**config.mk**
```make
export PLATFORM = sky130hd
export DESIGN_NAME = interval_timer_sched_flat
export DESIGN_NICKNAME = d
export VERILOG_FILES = /design/src/rtl/interval_timer_sched_pkg.sv /design/src/rtl/interval_timer_sched_if.sv /design/src/rtl/interval_timer_sched_rr_arbiter.sv /design/src/rtl/interval_timer_sched.sv /design/src/flat_wrapper.sv
export SDC_FILE = /design/constraint.sdc
export NUM_CORES = 1
export LEC_CHECK = 0
export CAP_MARGIN = 20
export CORE_ASPECT_RATIO = 0.75
export CORE_MARGIN = 10
export CORE_UTILIZATION = 30
export CTS_CLUSTER_DIAMETER = 150
export CTS_CLUSTER_SIZE = 14
export DETAILED_ROUTE_END_ITERATION = 7
export PLACE_DENSITY_LB_ADDON = 0.2
export RECOVER_POWER = 50
export SKIP_CTS_REPAIR_TIMING = 1
export SLEW_MARGIN = 5
export SYNTH_ARGS = -nofsm -noshare
export SYNTH_HDL_FRONTEND = slang
export SYNTH_SLANG_ARGS = --single-unit
```
**constraint.sdc**
```tcl
create_clock -name clk -period 8.1 [get_ports clk]
set_input_delay 1.215 -clock clk [delete_from_list [all_inputs] [get_ports clk]]
set_output_delay 1.215 -clock clk [all_outputs]
set_load 0.005 [all_outputs]
```
**src/rtl/interval_timer_sched_pkg.sv**
```systemverilog
// Shared types and helpers for the interval timer scheduler: FSM state encoding,
// terminal-count derivation and modulo pointer arithmetic.
package itsched_pkg;

  typedef enum logic [1:0] {
    IDLE = 2'd0,
    LOAD = 2'd1,
    RUN  = 2'd2,
    DONE = 2'd3
  } state_e;

  // All-ones value of a w-bit counter, returned wide so callers can cast to their width.
  function automatic logic [63:0] term_of(input int unsigned w);
    return (w >= 64) ? '1 : ((64'd1 << w) - 64'd1);
  endfunction

  function automatic int unsigned wrap_inc(input int unsigned idx, input int unsigned n);
    return (idx + 1 >= n) ? 0 : idx + 1;
  endfunction

endpackage

```
**src/rtl/interval_timer_sched_if.sv**
```systemverilog
// Requester-side bundle of the interval timer scheduler: level requests with start
// values in, grant/busy/completion reporting out.
interface interval_timer_sched_if #(
  parameter int W    = 4,
  parameter int NREQ = 4
);
  localparam int IW = $clog2(NREQ);

  logic [NREQ-1:0]   req;
  logic [NREQ*W-1:0] start_val;
  logic              abort;
  logic [NREQ-1:0]   gnt;
  logic              busy;
  logic              done;
  logic [IW-1:0]     done_id;

  modport master (
    output req, start_val, abort,
    input  gnt, busy, done, done_id
  );

  modport slave (
    input  req, start_val, abort,
    output gnt, busy, done, done_id
  );

endinterface

```
**src/rtl/interval_timer_sched_rr_arbiter.sv**
```systemverilog
// Combinational round-robin arbiter: picks the first asserted request starting at ptr
// and wrapping modulo NREQ, reporting it both one-hot and as an index.
module rr_arbiter #(
  parameter int NREQ = 4,
  parameter int IW   = $clog2(NREQ)
) (
  input  logic [NREQ-1:0] req,
  input  logic [IW-1:0]   ptr,
  output logic [NREQ-1:0] onehot,
  output logic [IW-1:0]   idx,
  output logic            any
);

  int          cand;
  logic [IW-1:0] cand_idx;

  // The modulo keeps the search inside the request vector even when NREQ is not a power of two.
  always_comb begin
    onehot   = '0;
    idx      = '0;
    any      = 1'b0;
    cand     = 0;
    cand_idx = '0;
    for (int k = 0; k < NREQ; k++) begin
      cand     = (int'(ptr) + k) % NREQ;
      cand_idx = IW'(cand);
      if (!any && req[cand_idx]) begin
        any              = 1'b1;
        idx              = cand_idx;
        onehot[cand_idx] = 1'b1;
      end
    end
  end

endmodule

```
**src/rtl/interval_timer_sched.sv**
```systemverilog
// Shares one loadable up-counter among NREQ requesters: grants round-robin, loads the
// winner's start value, lets the counter run to all-ones and reports the owner on done.
module interval_timer_sched
  import itsched_pkg::*;
#(
  parameter int W    = 4,
  parameter int NREQ = 4
) (
  input  logic                   clk,
  input  logic                   reset,
  interval_timer_sched_if.slave  bus,
  output logic                   cnt_reset,
  output logic                   cnt_load,
  output logic [W-1:0]           cnt_data,
  input  logic [W-1:0]           cnt_q
);

  localparam int           IW   = $clog2(NREQ);
  localparam logic [W-1:0] TERM = W'(term_of(W));

  state_e          state_q, state_d;
  logic [IW-1:0]   rr_ptr_q, rr_ptr_d;
  logic [NREQ-1:0] gnt_q, gnt_d;
  logic [IW-1:0]   done_id_q, done_id_d;
  logic [IW-1:0]   owner_q, owner_d;
  logic [W-1:0]    val_q, val_d;

  logic [NREQ-1:0] arb_onehot;
  logic [IW-1:0]   arb_idx;
  logic            arb_any;
  logic [W-1:0]    start_arr [NREQ];

  for (genvar g = 0; g < NREQ; g++) begin : g_start
    assign start_arr[g] = bus.start_val[g*W +: W];
  end

  rr_arbiter #(
    .NREQ (NREQ),
    .IW   (IW)
  ) u_arb (
    .req    (bus.req),
    .ptr    (rr_ptr_q),
    .onehot (arb_onehot),
    .idx    (arb_idx),
    .any    (arb_any)
  );

  // Arbitration only happens in IDLE, so requests raised while the counter is owned simply wait.
  always_comb begin
    state_d   = state_q;
    rr_ptr_d  = rr_ptr_q;
    gnt_d     = '0;
    done_id_d = done_id_q;
    owner_d   = owner_q;
    val_d     = val_q;
    case (state_q)
      IDLE: begin
        if (arb_any) begin
          gnt_d    = arb_onehot;
          owner_d  = arb_idx;
          val_d    = start_arr[arb_idx];
          rr_ptr_d = IW'(wrap_inc(32'(arb_idx), NREQ));
          state_d  = LOAD;
        end
      end
      LOAD: begin
        state_d = bus.abort ? IDLE : RUN;
      end
      RUN: begin
        if (bus.abort) begin
          state_d = IDLE;
        end else if (cnt_q == TERM) begin
          state_d   = DONE;
          done_id_d = owner_q;
        end
      end
      DONE: begin
        state_d = IDLE;
      end
      default: begin
        state_d = IDLE;
      end
    endcase
  end

  always_ff @(posedge clk) begin
    if (reset) begin
      state_q   <= IDLE;
      rr_ptr_q  <= '0;
      gnt_q     <= '0;
      done_id_q <= '0;
      owner_q   <= '0;
      val_q     <= '0;
    end else begin
      state_q   <= state_d;
      rr_ptr_q  <= rr_ptr_d;
      gnt_q     <= gnt_d;
      done_id_q <= done_id_d;
      owner_q   <= owner_d;
      val_q     <= val_d;
    end
  end

  // Counter controls depend on state alone; the counter is parked in reset outside an interval.
  assign cnt_reset   = (state_q == IDLE) || (state_q == DONE);
  assign cnt_load    = (state_q == LOAD);
  assign cnt_data    = val_q;

  assign bus.gnt     = gnt_q;
  assign bus.busy    = (state_q != IDLE);
  assign bus.done    = (state_q == DONE);
  assign bus.done_id = done_id_q;

endmodule

```
**src/flat_wrapper.sv**
```systemverilog
// flat-port wrapper written by rule: the top's interface ports become plain ports
module interval_timer_sched_flat import itsched_pkg::*;
#(
  parameter int W    = 4,
  parameter int NREQ = 4
)
  (clk, reset, cnt_reset, cnt_load, cnt_data, cnt_q, bus_req, bus_start_val, bus_abort, bus_gnt, bus_busy, bus_done, bus_done_id);
  interval_timer_sched_if #(.W(W), .NREQ(NREQ)) bus_i ();
  input  logic clk;
  input  logic reset;
  output logic cnt_reset;
  output logic cnt_load;
  output logic [W-1:0] cnt_data;
  input  logic [W-1:0] cnt_q;
  input wire logic [$bits(bus_i.req)-1:0] bus_req;
  input wire logic [$bits(bus_i.start_val)-1:0] bus_start_val;
  input wire logic [$bits(bus_i.abort)-1:0] bus_abort;
  output wire logic [$bits(bus_i.gnt)-1:0] bus_gnt;
  output wire logic [$bits(bus_i.busy)-1:0] bus_busy;
  output wire logic [$bits(bus_i.done)-1:0] bus_done;
  output wire logic [$bits(bus_i.done_id)-1:0] bus_done_id;
  assign bus_i.req = bus_req;
  assign bus_i.start_val = bus_start_val;
  assign bus_i.abort = bus_abort;
  assign bus_gnt = bus_i.gnt;
  assign bus_busy = bus_i.busy;
  assign bus_done = bus_i.done;
  assign bus_done_id = bus_i.done_id;
  interval_timer_sched #(.W(W), .NREQ(NREQ)) u_core (.clk(clk), .reset(reset), .bus(bus_i), .cnt_reset(cnt_reset), .cnt_load(cnt_load), .cnt_data(cnt_data), .cnt_q(cnt_q));
endmodule
```
# Word level (Yosys, flattened, before mapping)
# Index checks and enable logic that the tools add are counted.
[classes]
addsub = 4
n_bitwise = 7
n_reduce_logical = 17
n_lt_le_gt_ge = 10
n_eq_ne = 6
mux = 37
[ops]
columns = ["cell", "n"]
rows = [
  ["$mux 4", 6],
  ["$mux 2", 9],
  ["$lt 2x3->1 const B", 4],
  ["$mux 1", 12],
  ["$or 4x4->4", 3],
  ["$bmux 1 s2", 4],
  ["$bmux 4 s2", 1],
  ["$demux 1 s2", 4],
  ["$ge 2x1->1 const B", 4],
  ["$pmux 2 s4", 1],
  ["$logic_and 1x1->1", 7],
  ["$ge 3x3->1 const B", 2],
  ["$add 2x2->2 const B", 2],
  ["$eq 2x2->1 const B", 2],
  ["$eq 4x4->1 const B", 1],
  ["$reduce_and 2->1", 2],
  ["$add 2x1->3 const B", 1],
  ["$logic_not 1->1", 3],
  ["$ne 3x2->1 const B", 1],
  ["$not 1->1", 3],
  ["$not 2->3", 1],
  ["$reduce_and 3->1", 1],
  ["$reduce_or 3->1", 1],
  ["$add 2x1->2 const B", 1],
  ["5 further kinds", 5],
]
[word_totals]
output_inout_bits = 14
regBits = 16
elab_cells = 87
in_bits = 27

# Logic depth before layout (Yosys ltp)
# Gate-level depths: netlist (run 1).
[logic_depth]
depth_word = 16
depth_mapped = 11
mapped_depth_nobuf = 8

# Cells and area by module
# Synthesis (run 1) repeated with hierarchy kept, for this count alone.
[unflattened]
cells_unflattened = 124
area_unflattened_um2 = 1172.4
[modules_own_cells]
columns = ["module", "n_inst", "seq_area_each_um2", "area_each_um2", "cells_each"]
rows = [
  ["interval_timer_sched", 1, 320.3, 750.7, 79],
  ["rr_arbiter", 1, 0.0, 421.7, 45],
]

# Worst setup path before layout (run 1)
# OpenSTA, ideal clock, no wires.
[synth_path]
path_kind = "input to register"
from = "input bus_req[0]"
to = "register u_core.rr_ptr_q[1]"
t_required_ps = 7994
path_slack_ps = 5089
stages = 8
arrival_ps = 2905
setup_ps = 106
cell_sequence = "buf_2 > mux4_2 > o21bai_1 > and3_1 > buf_2 > a21oi_4 > or3_1 > o311ai_0"
[synth_via]
elab_chain_cells = 15
word_cells_on_any_way = 26
[synth_rtl]
columns = ["item", "line_no", "rtl"]
rows = [
  ["start: declaration", "flat_wrapper.sv:15", "input wire logic [$bits(bus_i.req)-1:0] bus_req;"],
  ["$bmux 1 s2", "interval_timer_sched_rr_arbiter.sv:27", "if (!any && req[cand_idx]) begin"],
  ["$mux 1 (implied by the code)", "interval_timer_sched_rr_arbiter.sv:27", ""],
  ["$mux 1", "interval_timer_sched_rr_arbiter.sv:27", ""],
  ["$logic_not 1->1", "interval_timer_sched_rr_arbiter.sv:27", ""],
  ["$logic_and 1x1->1", "interval_timer_sched_rr_arbiter.sv:27", ""],
  ["$mux 1", "interval_timer_sched_rr_arbiter.sv:27", ""],
  ["$logic_not 1->1", "interval_timer_sched_rr_arbiter.sv:27", ""],
  ["$logic_and 1x1->1", "interval_timer_sched_rr_arbiter.sv:27", ""],
  ["$mux 1", "interval_timer_sched_rr_arbiter.sv:27", ""],
  ["$logic_not 1->1", "interval_timer_sched_rr_arbiter.sv:27", ""],
  ["$logic_and 1x1->1", "interval_timer_sched_rr_arbiter.sv:27", ""],
  ["$mux 2", "interval_timer_sched_rr_arbiter.sv:27", ""],
  ["$add 2x1->3", "interval_timer_sched_pkg.sv:18", "return (idx + 1 >= n) ? 0 : idx + 1;"],
  ["$ge 3x3->1", "interval_timer_sched_pkg.sv:18", ""],
  ["$mux 2", "interval_timer_sched_pkg.sv:18", ""],
  ["end signal: assignment", "interval_timer_sched.sv:96", "rr_ptr_q <= rr_ptr_d;"],
  ["end: declaration", "interval_timer_sched.sv:22", "logic [IW-1:0] rr_ptr_q, rr_ptr_d;"],
]
# Parallel ways exist; a longest one is shown, timed or not. The select of a mux whose other input is x is not followed.
# A chain may end at the register's enable or synchronous reset.

# Worst setup path in the final report (run 1)
[layout_path]
from = "input bus_req[0]"
to = "register u_core.val_q[3] (netlist: u_core.cnt_data[3])"
[layout_via]
elab_chain_cells = 16
word_cells_on_any_way = 27
[layout_rtl]
columns = ["item", "line_no", "rtl"]
rows = [
  ["$bmux 1 s2", "interval_timer_sched_rr_arbiter.sv:27", ""],
  ["$mux 1 (implied by the code)", "interval_timer_sched_rr_arbiter.sv:27", ""],
  ["$mux 1", "interval_timer_sched_rr_arbiter.sv:27", ""],
  ["$logic_not 1->1", "interval_timer_sched_rr_arbiter.sv:27", ""],
  ["$logic_and 1x1->1", "interval_timer_sched_rr_arbiter.sv:27", ""],
  ["$mux 1", "interval_timer_sched_rr_arbiter.sv:27", ""],
  ["$logic_not 1->1", "interval_timer_sched_rr_arbiter.sv:27", ""],
  ["$logic_and 1x1->1", "interval_timer_sched_rr_arbiter.sv:27", ""],
  ["$mux 1", "interval_timer_sched_rr_arbiter.sv:27", ""],
  ["$logic_not 1->1", "interval_timer_sched_rr_arbiter.sv:27", ""],
  ["$logic_and 1x1->1", "interval_timer_sched_rr_arbiter.sv:27", ""],
  ["$mux 2", "interval_timer_sched_rr_arbiter.sv:27", ""],
  ["$not 2->3 (implied by the code)", "interval_timer_sched.sv:61", "val_d = start_arr[arb_idx];"],
  ["$bmux 4 s2", "interval_timer_sched.sv:61", ""],
  ["$mux 4 (implied by the code) (2 in a row)", "interval_timer_sched.sv:61", ""],
  ["end signal: assignment", "interval_timer_sched.sv:100", "val_q <= val_d;"],
  ["end: declaration", "interval_timer_sched.sv:26", "logic [W-1:0] val_q, val_d;"],
]
# Parallel ways exist; a longest one is shown, timed or not. The select of a mux whose other input is x is not followed.

==> impl_metrics.xml, run 1 <==
<?xml version="1.0" encoding="UTF-8"?>
<metrics>
  <group name="power">
    <metric name="cellLeakagePower" unit="nW">0.750</metric>
    <metric name="power.density_cell_area" unit="nW/µm²">234</metric>
    <metric name="ir_drop" unit="mV">0.0858</metric>
  </group>
  <group name="sta">
    <metric name="rsz0062_at_grt" unit="">no</metric>
    <metric name="post-route-period-util" unit="">0.454</metric>
    <metric name="worst_slew_pin_slew" unit="ns">0.654</metric>
    <metric name="setup_total_negative_slack" unit="ns">0</metric>
    <metric name="finalSetupViolCount" unit="">0</metric>
    <metric name="fin_clk_skew" unit="ns">0.00445</metric>
    <metric name="layout_min_cycle_time" unit="ns">3.68</metric>
    <metric name="hold-worst-slack" unit="ns">0.458</metric>
    <metric name="report.final.hold_viol_count" unit="">0</metric>
    <metric name="final-max-slew-violation-count" unit="">0</metric>
    <metric name="slew-limit-headroom" unit="">0.562</metric>
    <metric name="achievable-frequency" unit="MHz">272</metric>
  </group>
  <group name="detailed_routing">
    <metric name="detailedRoute.firstIterationViolations" unit="">70</metric>
    <metric name="wl_per_cell" unit="µm">14.6</metric>
    <metric name="finalWirelength" unit="mm">3.95</metric>
    <metric name="vias_per_cell" unit="">5.19</metric>
    <metric name="final_antenna_net_count" unit="">0</metric>
    <metric name="drcViolationCount" unit="">0</metric>
    <metric name="firstDrtPassIters" unit="">4</metric>
    <metric name="num_vias" unit="">1402</metric>
  </group>
  <group name="worst_setup_path">
    <metric name="cp.arrival" unit="ns">3.79</metric>
    <metric name="critical-path-slowest-cell" unit="">sky130_fd_sc_hd__dlygate4sd3_1</metric>
    <metric name="critical_path.endpoint" unit="">u_core.cnt_data[3]</metric>
    <metric name="critPathCaptureType" unit="">register</metric>
    <metric name="critPathKind" unit="">in2reg</metric>
    <metric name="reg2reg_setup_slack" unit="ns">4.99</metric>
    <metric name="worst_reg2reg_startpoint" unit="">u_core.rr_ptr_q[1]</metric>
    <metric name="timing.critical_path.from" unit="">bus_req[0]</metric>
    <metric name="critical_path.cell_chain" unit="">dlygate4sd3_1, mux4_2, o21bai_1, and3_1, a2111oi_0, a311oi_1</metric>
    <metric name="r2r_endpoint" unit="">u_core.cnt_data[3]</metric>
    <metric name="r2r_depth" unit="">7</metric>
    <metric name="cp_data_required_time" unit="ns">8.21</metric>
    <metric name="path_max_fanout" unit="">13</metric>
    <metric name="startpoint_type" unit="">primary input</metric>
    <metric name="max_stage_delay" unit="ns">0.70</metric>
  </group>
  <group name="global_routing">
    <metric name="grt_start_max_net_pins" unit="">32</metric>
    <metric name="first_pass_grt_wire_length" unit="mm">6.58</metric>
    <metric name="grt_remaining_overflow" unit="">0</metric>
    <metric name="global_route.usage.total" unit="">0.0983</metric>
    <metric name="number_of_global_route_vias_before_repair" unit="">1330</metric>
    <metric name="grt_antenna_before_repair" unit="">0</metric>
  </group>
  <group name="floorplan">
    <metric name="coreArea" unit="µm²">4550</metric>
    <metric name="fp.dieArea" unit="µm²">7960</metric>
    <metric name="die_w" unit="µm">99.8</metric>
    <metric name="starting_density" unit="">0.315</metric>
    <metric name="floorplan.rows" unit="">21</metric>
    <metric name="die_span_in_y" unit="µm">79.8</metric>
    <metric name="num_io_pins" unit="">41</metric>
  </group>
  <group name="synthesis">
    <metric name="count_of_yosys_warnings_during_synthesis" unit="">0</metric>
    <metric name="syn-instance-count" unit="">182</metric>
    <metric name="synth-edff-count" unit="">0</metric>
    <metric name="ys_seq_elements" unit="">16</metric>
    <metric name="synth_seq_area_share" unit="">0.224</metric>
    <metric name="ys_async_sr_fraction" unit="">0</metric>
    <metric name="ys.flop_type" unit="">sky130_fd_sc_hd__dfxtp_1</metric>
    <metric name="synth.cell_area" unit="µm²">1430</metric>
    <metric name="synth_fp_nets" unit="">219</metric>
    <metric name="synth.lib_cells_used.distinct" unit="">43</metric>
    <metric name="avgSynthCellArea" unit="µm²">7.86</metric>
  </group>
  <group name="finish">
    <metric name="fillers" unit="">471</metric>
    <metric name="area.growth.synth_to_final" unit="%">32.3</metric>
    <metric name="layout.cell_area.non_filler" unit="µm²">1890</metric>
    <metric name="share_of_layout_cells_above_drive_strength_1" unit="">0.0563</metric>
    <metric name="multiInputGateArea" unit="µm²">990</metric>
    <metric name="register_area" unit="µm²">320</metric>
    <metric name="finish.net_count" unit="">251</metric>
    <metric name="num_antenna_cells" unit="">0</metric>
    <metric name="instances_no_fill" unit="">270</metric>
  </group>
  <group name="clock_tree">
    <metric name="cts_max_path_buffers" unit="">2</metric>
    <metric name="clock_tree_from_tritoncts" unit="">built</metric>
    <metric name="htree_levels" unit="">1</metric>
    <metric name="root_buffer" unit="">sky130_fd_sc_hd__clkbuf_8</metric>
    <metric name="clkLatencyLatePin" unit="ns">0.25</metric>
    <metric name="cts.clk_slew.worst_paths" unit="ns">0.06</metric>
    <metric name="tritoncts_sinks" unit="">16</metric>
    <metric name="cts_buffer_count" unit="">3</metric>
  </group>
  <group name="flow_run">
    <metric name="drv_cap" unit="">0</metric>
  </group>
  <group name="min_path">
    <metric name="holdCritPathClass" unit="">reg2reg</metric>
  </group>
  <group name="placed_design">
    <metric name="placed_area" unit="µm²">1840</metric>
    <metric name="portBuffers" unit="">40</metric>
    <metric name="numPlacedInstances" unit="">266</metric>
    <metric name="place.gp.congestion" unit="">0.828</metric>
    <metric name="hpwl" unit="mm">3.02</metric>
  </group>
  <group name="run_status">
    <metric name="result_of_the_run" unit="">finished, final reports clean</metric>
  </group>
</metrics>
[registers in the layout (all words and copies together) (netlist names)]
name / flops
u_core.bus.gnt: 4
u_core.cnt_data: 4
u_core.bus.done_id: 2
u_core.owner_q: 2
u_core.rr_ptr_q: 2
u_core.state_q: 2
[cell usage after synthesis (3+ instances only)]
cell                        instances  area, µm²
sky130_fd_sc_hd__a2111oi_0          3       26.3
sky130_fd_sc_hd__buf_2              4       20.0
sky130_fd_sc_hd__a211oi_1           6       45.0
sky130_fd_sc_hd__dfxtp_1           16        320
sky130_fd_sc_hd__ha_1              10        125
sky130_fd_sc_hd__inv_1             13       48.8
sky130_fd_sc_hd__nor3_1             4       20.0
sky130_fd_sc_hd__a221oi_1           4       35.0
sky130_fd_sc_hd__and3_1             3       18.8
sky130_fd_sc_hd__clkbuf_1           6       22.5
sky130_fd_sc_hd__o21bai_1           5       37.5
sky130_fd_sc_hd__nand2_1           18       67.6
sky130_fd_sc_hd__a21oi_1            8       40.0
sky130_fd_sc_hd__mux2i_1            8       80.1
sky130_fd_sc_hd__a311o_1            3       30.0
sky130_fd_sc_hd__a311oi_1           4       35.0
sky130_fd_sc_hd__nor4_1             3       18.8
sky130_fd_sc_hd__mux4_2             3       67.6
sky130_fd_sc_hd__nor2_1            24       90.1
sky130_fd_sc_hd__a22oi_1            5       37.5
[worst max-delay path, delay by kind of cell]
kind / cells / cell delay, ns
compound gates: 3 / 0.96
buf+inv: 1 / 0.70
mux: 1 / 0.59
simple gates: 1 / 0.32
[final cells by class]
class	count	share of cell area
clock buffers	4	0.0291
inverters	13	0.0258
flip-flops and latches	16	0.169
repair buffers	41	0.215
multi-input cells	139	0.523
well taps	57	0.0377
[report_power, final]
group | internal, W | switching (W) | total (W)
combinational | 0.000118 | 0.000143 | 0.000262
sequential | 0.0000985 | 0.0000113 | 0.000110
clock | 0.0000431 | 0.0000282 | 0.0000713
[how the worst min path moves through the flow]
stage	start	end	slack, ns	depth (start not counted)
2_1_floorplan	u_core.owner_q[1]	u_core.owner_q[1]	0.44	2
3_3_place_gp	u_core.owner_q[1]	u_core.owner_q[1]	0.45	2
3_5_place_dp	u_core.owner_q[1]	u_core.owner_q[1]	0.45	2
4_1_cts	u_core.owner_q[1]	u_core.owner_q[1]	0.46	2
5_1_grt	u_core.owner_q[1]	u_core.owner_q[1]	0.49	2
6_report	u_core.owner_q[1]	u_core.owner_q[1]	0.46	2
[through the flow]
step,power [W],worst slack [ns],utilization
2_1_floorplan,0.000304,5.09,-
3_3_place_gp,0.000378,4.31,0.404
3_5_place_dp,0.000379,4.23,0.404
4_1_cts,0.000454,4.49,0.416
5_1_grt,0.000482,4.27,0.416
6_report,0.000443,4.42,0.416
[cells by family (layout without fill, tap and decap cells)]
kind of cell | after synthesis | after routing | share of synthesized area
buf+inv | 27 | 58 | 0.0848
compound gates | 48 | 48 | 0.255
fa+ha+maj | 10 | 10 | 0.0874
mux | 11 | 11 | 0.103
simple gates | 70 | 70 | 0.246
flops | 16 | 16 | 0.224
[layer usage]
metal	wire length [µm]	GRT usage	up-vias	part of all wire
met1	2080	0.134	621	0.53
met2	1560	0.140	44	0.39
li1	-	-	735	-
met4	41	0.0429	0	0.010
met5	0	0	-	0
met3	268	0.0260	2	0.068
[layout by cell type (no fill, tap or decap), types with 2 or more instances in the layout]
master and n:
sky130_fd_sc_hd__clkdlybuf4s50_1 26, sky130_fd_sc_hd__nor2_1 24, sky130_fd_sc_hd__nand2_1 18, sky130_fd_sc_hd__dfxtp_1 16, sky130_fd_sc_hd__dlygate4sd3_1 14, sky130_fd_sc_hd__inv_1 13
sky130_fd_sc_hd__ha_1 10, sky130_fd_sc_hd__a21oi_1 8, sky130_fd_sc_hd__mux2i_1 8, sky130_fd_sc_hd__a211oi_1 6, sky130_fd_sc_hd__a22oi_1 5, sky130_fd_sc_hd__o21bai_1 5
sky130_fd_sc_hd__nor3_1 4, sky130_fd_sc_hd__a221oi_1 4, sky130_fd_sc_hd__a311oi_1 4, sky130_fd_sc_hd__clkbuf_8 4, sky130_fd_sc_hd__mux4_2 3, sky130_fd_sc_hd__nor4_1 3
sky130_fd_sc_hd__and3_1 3, sky130_fd_sc_hd__a311o_1 3, sky130_fd_sc_hd__a2111oi_0 3, sky130_fd_sc_hd__or3_1 2, sky130_fd_sc_hd__nand4_1 2, sky130_fd_sc_hd__nor2b_1 2
sky130_fd_sc_hd__and3b_1 2, sky130_fd_sc_hd__nor4b_1 2, sky130_fd_sc_hd__nor3b_1 2, sky130_fd_sc_hd__o21ai_0 2
No activity file was read; power rests on OpenSTA's default activity.
==> run 2, diff against run 1 <==
==> constraint.sdc (replaced) <==
create_clock -name clk -period 3.41 [get_ports clk]
set_input_delay 0.5115 -clock clk [delete_from_list [all_inputs] [get_ports clk]]
set_output_delay 0.5115 -clock clk [all_outputs]
set_load 0.005 [all_outputs]
==> run 2 against run 1 <==
Non-clock buffer count up 2. Die area unchanged. Via count up 1.9%. Largest cell class unchanged. Combinational power up 140%. Core utilization up 0.33 points. Sequential share of layout area down 0.13 points. Clock power up 140%. Flip-flop and latch count unchanged. Clock skew about the same. Register-to-register slack worse by 4.6 ns. Setup slack worse by 4.0 ns. Power up 140%.
==> impl_metrics.xml, run 2 (synthesis gave the netlist of run 1 again) <==
<?xml version="1.0" encoding="UTF-8"?>
<metrics>
  <group name="sta">
    <metric name="report.final.hold_viol_count" unit="">0</metric>
    <metric name="rsz0062_at_grt" unit="">no</metric>
    <metric name="finalSetupViolCount" unit="">0</metric>
    <metric name="final-max-slew-violation-count" unit="">0</metric>
    <metric name="setup_total_negative_slack" unit="ns">0</metric>
    <metric name="slew-limit-headroom" unit="">0.559</metric>
    <metric name="achievable-frequency" unit="MHz">334</metric>
    <metric name="post-route-period-util" unit="">0.879</metric>
    <metric name="layout_min_cycle_time" unit="ns">3.00</metric>
    <metric name="worst_slew_pin_slew" unit="ns">0.659</metric>
    <metric name="postLayoutSetupSlackWorst" unit="ns">0.412</metric>
    <metric name="fin_clk_skew" unit="ns">0.00475</metric>
  </group>
  <group name="worst_setup_path">
    <metric name="path_max_fanout" unit="">11</metric>
    <metric name="critPathCaptureType" unit="">register</metric>
    <metric name="critPathKind" unit="">reg2reg</metric>
    <metric name="cp_data_required_time" unit="ns">3.53</metric>
    <metric name="critical-path-slowest-cell" unit="">sky130_fd_sc_hd__ha_1</metric>
    <metric name="max_stage_delay" unit="ns">0.54</metric>
    <metric name="critical_path.cell_chain" unit="">inv_1, ha_1, mux4_2, o21bai_1, and3_1, a2111oi_0, a311oi_1</metric>
    <metric name="cp.arrival" unit="ns">3.12</metric>
    <metric name="startpoint_type" unit="">register</metric>
  </group>
  <group name="placed_design">
    <metric name="pre_cts_slack" unit="ns">0.314</metric>
    <metric name="portBuffers" unit="">40</metric>
    <metric name="hpwl" unit="mm">3.08</metric>
    <metric name="place.gp.congestion" unit="">0.861</metric>
  </group>
  <group name="detailed_routing">
    <metric name="drcViolationCount" unit="">0</metric>
    <metric name="detailedRoute.firstIterationViolations" unit="">68</metric>
    <metric name="final_antenna_net_count" unit="">0</metric>
    <metric name="finalWirelength" unit="mm">3.96</metric>
    <metric name="firstDrtPassIters" unit="">4</metric>
    <metric name="vias_per_cell" unit="">5.25</metric>
    <metric name="num_vias" unit="">1428</metric>
    <metric name="wl_per_cell" unit="µm">14.5</metric>
  </group>
  <group name="clock_tree">
    <metric name="cts.clk_slew.worst_paths" unit="ns">0.07</metric>
    <metric name="tritoncts_sinks" unit="">16</metric>
    <metric name="htree_levels" unit="">1</metric>
    <metric name="clkLatencyLatePin" unit="ns">0.25</metric>
    <metric name="cts_max_path_buffers" unit="">2</metric>
    <metric name="cts_buffer_count" unit="">3</metric>
    <metric name="clock_tree_from_tritoncts" unit="">built</metric>
    <metric name="root_buffer" unit="">sky130_fd_sc_hd__clkbuf_8</metric>
  </group>
  <group name="floorplan">
    <metric name="fp.dieArea" unit="µm²">7960</metric>
    <metric name="die_w" unit="µm">99.8</metric>
    <metric name="coreArea" unit="µm²">4550</metric>
    <metric name="floorplan.rows" unit="">21</metric>
    <metric name="die_span_in_y" unit="µm">79.8</metric>
    <metric name="starting_density" unit="">0.315</metric>
    <metric name="num_io_pins" unit="">41</metric>
  </group>
  <group name="global_routing">
    <metric name="grt_remaining_overflow" unit="">0</metric>
    <metric name="global_route.usage.total" unit="">0.101</metric>
    <metric name="grt_start_max_net_pins" unit="">32</metric>
    <metric name="first_pass_grt_wire_length" unit="mm">6.72</metric>
    <metric name="grt_antenna_before_repair" unit="">0</metric>
    <metric name="number_of_global_route_vias_before_repair" unit="">1360</metric>
  </group>
  <group name="finish">
    <metric name="area.growth.synth_to_final" unit="%">33.3</metric>
    <metric name="share_of_layout_cells_above_drive_strength_1" unit="">0.0651</metric>
    <metric name="layout.cells.most_common" unit="">sky130_fd_sc_hd__clkdlybuf4s50_1</metric>
    <metric name="layout.cells.most_common_list" unit="">27 x sky130_fd_sc_hd__clkdlybuf4s50_1, 24 x sky130_fd_sc_hd__nor2_1, 18 x sky130_fd_sc_hd__nand2_1</metric>
    <metric name="finish.net_count" unit="">253</metric>
    <metric name="final_util" unit="">0.420</metric>
    <metric name="num_antenna_cells" unit="">0</metric>
  </group>
  <group name="power">
    <metric name="cellLeakagePower" unit="nW">0.759</metric>
    <metric name="design_power_total" unit="W">0.00106</metric>
    <metric name="power.density_cell_area" unit="nW/µm²">553</metric>
    <metric name="ir_drop" unit="mV">0.159</metric>
  </group>
  <group name="flow_run">
    <metric name="drv_cap" unit="">0</metric>
  </group>
  <group name="min_path">
    <metric name="holdCritPathClass" unit="">reg2reg</metric>
  </group>
  <group name="run_status">
    <metric name="result_of_the_run" unit="">finished, final reports clean</metric>
  </group>
</metrics>
## run 2: cell types whose count changed in the layout (fill, tap and decap cells not counted), sizes merged
cell | previous run | this run
clkdlybuf4s50 | 26 | 27
buf | 1 | 3
dlygate4sd3 | 14 | 13
## run 2: where the power goes
| group | switching, W | leakage [nW] | total (W) | internal [W] |
|---|---|---|---|---|
| registers | 0.0000274 | 0.132 | 0.000261 | 0.000234 |
| logic | 0.000340 | 0.599 | 0.000624 | 0.000284 |
| clock network | 0.0000680 | 0.0288 | 0.000170 | 0.000102 |
| total | 0.000435 | 0.759 | 0.00106 | 0.000620 |
## run 2: critical path, delay by kind of cell (launching register included)
| family | cells | cell delay (ns) |
|---|---|---|
| AO/OA/AOI/OAI | 3 | 0.83 |
| adder cells (fa/ha/maj) | 1 | 0.54 |
| buffers and inverters | 1 | 0.20 |
| flip-flops | 1 | 0.52 |
| multiplexers | 1 | 0.45 |
| AND/OR/NAND/NOR | 1 | 0.32 |
## run 2: metrics by stage
stage                     instances  instance area (µm²)  hold WS (ns)
after global routing            272                 1910         0.509
after CTS                       272                 1910         0.465
final                           272                 1910         0.463
after floorplan                 182                 1430         0.436
after global placement          268                 1850         0.454
after detailed placement        268                 1850         0.456
## run 2: cell type report
class	instances	area (µm²)
clock buffer	4	55.1
fill	478	2640
inverter	13	48.8
multi-input combinational	139	990
sequential	16	320
tap	57	71.3
timing repair buffer	43	423
## run 2: path summary, 6_finish.rpt
kind / cells after the start / endpoint / slack (ns) / startpoint
worst max-delay path: 7 / u_core.cnt_data[3] / 0.41 / u_core.rr_ptr_q[1]
worst max register to register: 7 / u_core.cnt_data[3] / 0.41 / u_core.rr_ptr_q[1]
worst min register to register: 2 / u_core.owner_q[1] / 0.46 / u_core.owner_q[1]
worst min-delay path: 2 / u_core.owner_q[1] / 0.46 / u_core.owner_q[1]
## run 2: metal layers
| layer | share of wire | up-vias | GRT usage |
|---|---|---|---|
| li1 | - | 732 | - |
| met1 | 0.55 | 649 | 0.145 |
| met2 | 0.39 | 43 | 0.139 |
| met3 | 0.052 | 4 | 0.0208 |
| met4 | 0.012 | 0 | 0.0386 |
| met5 | 0 | - | 0 |
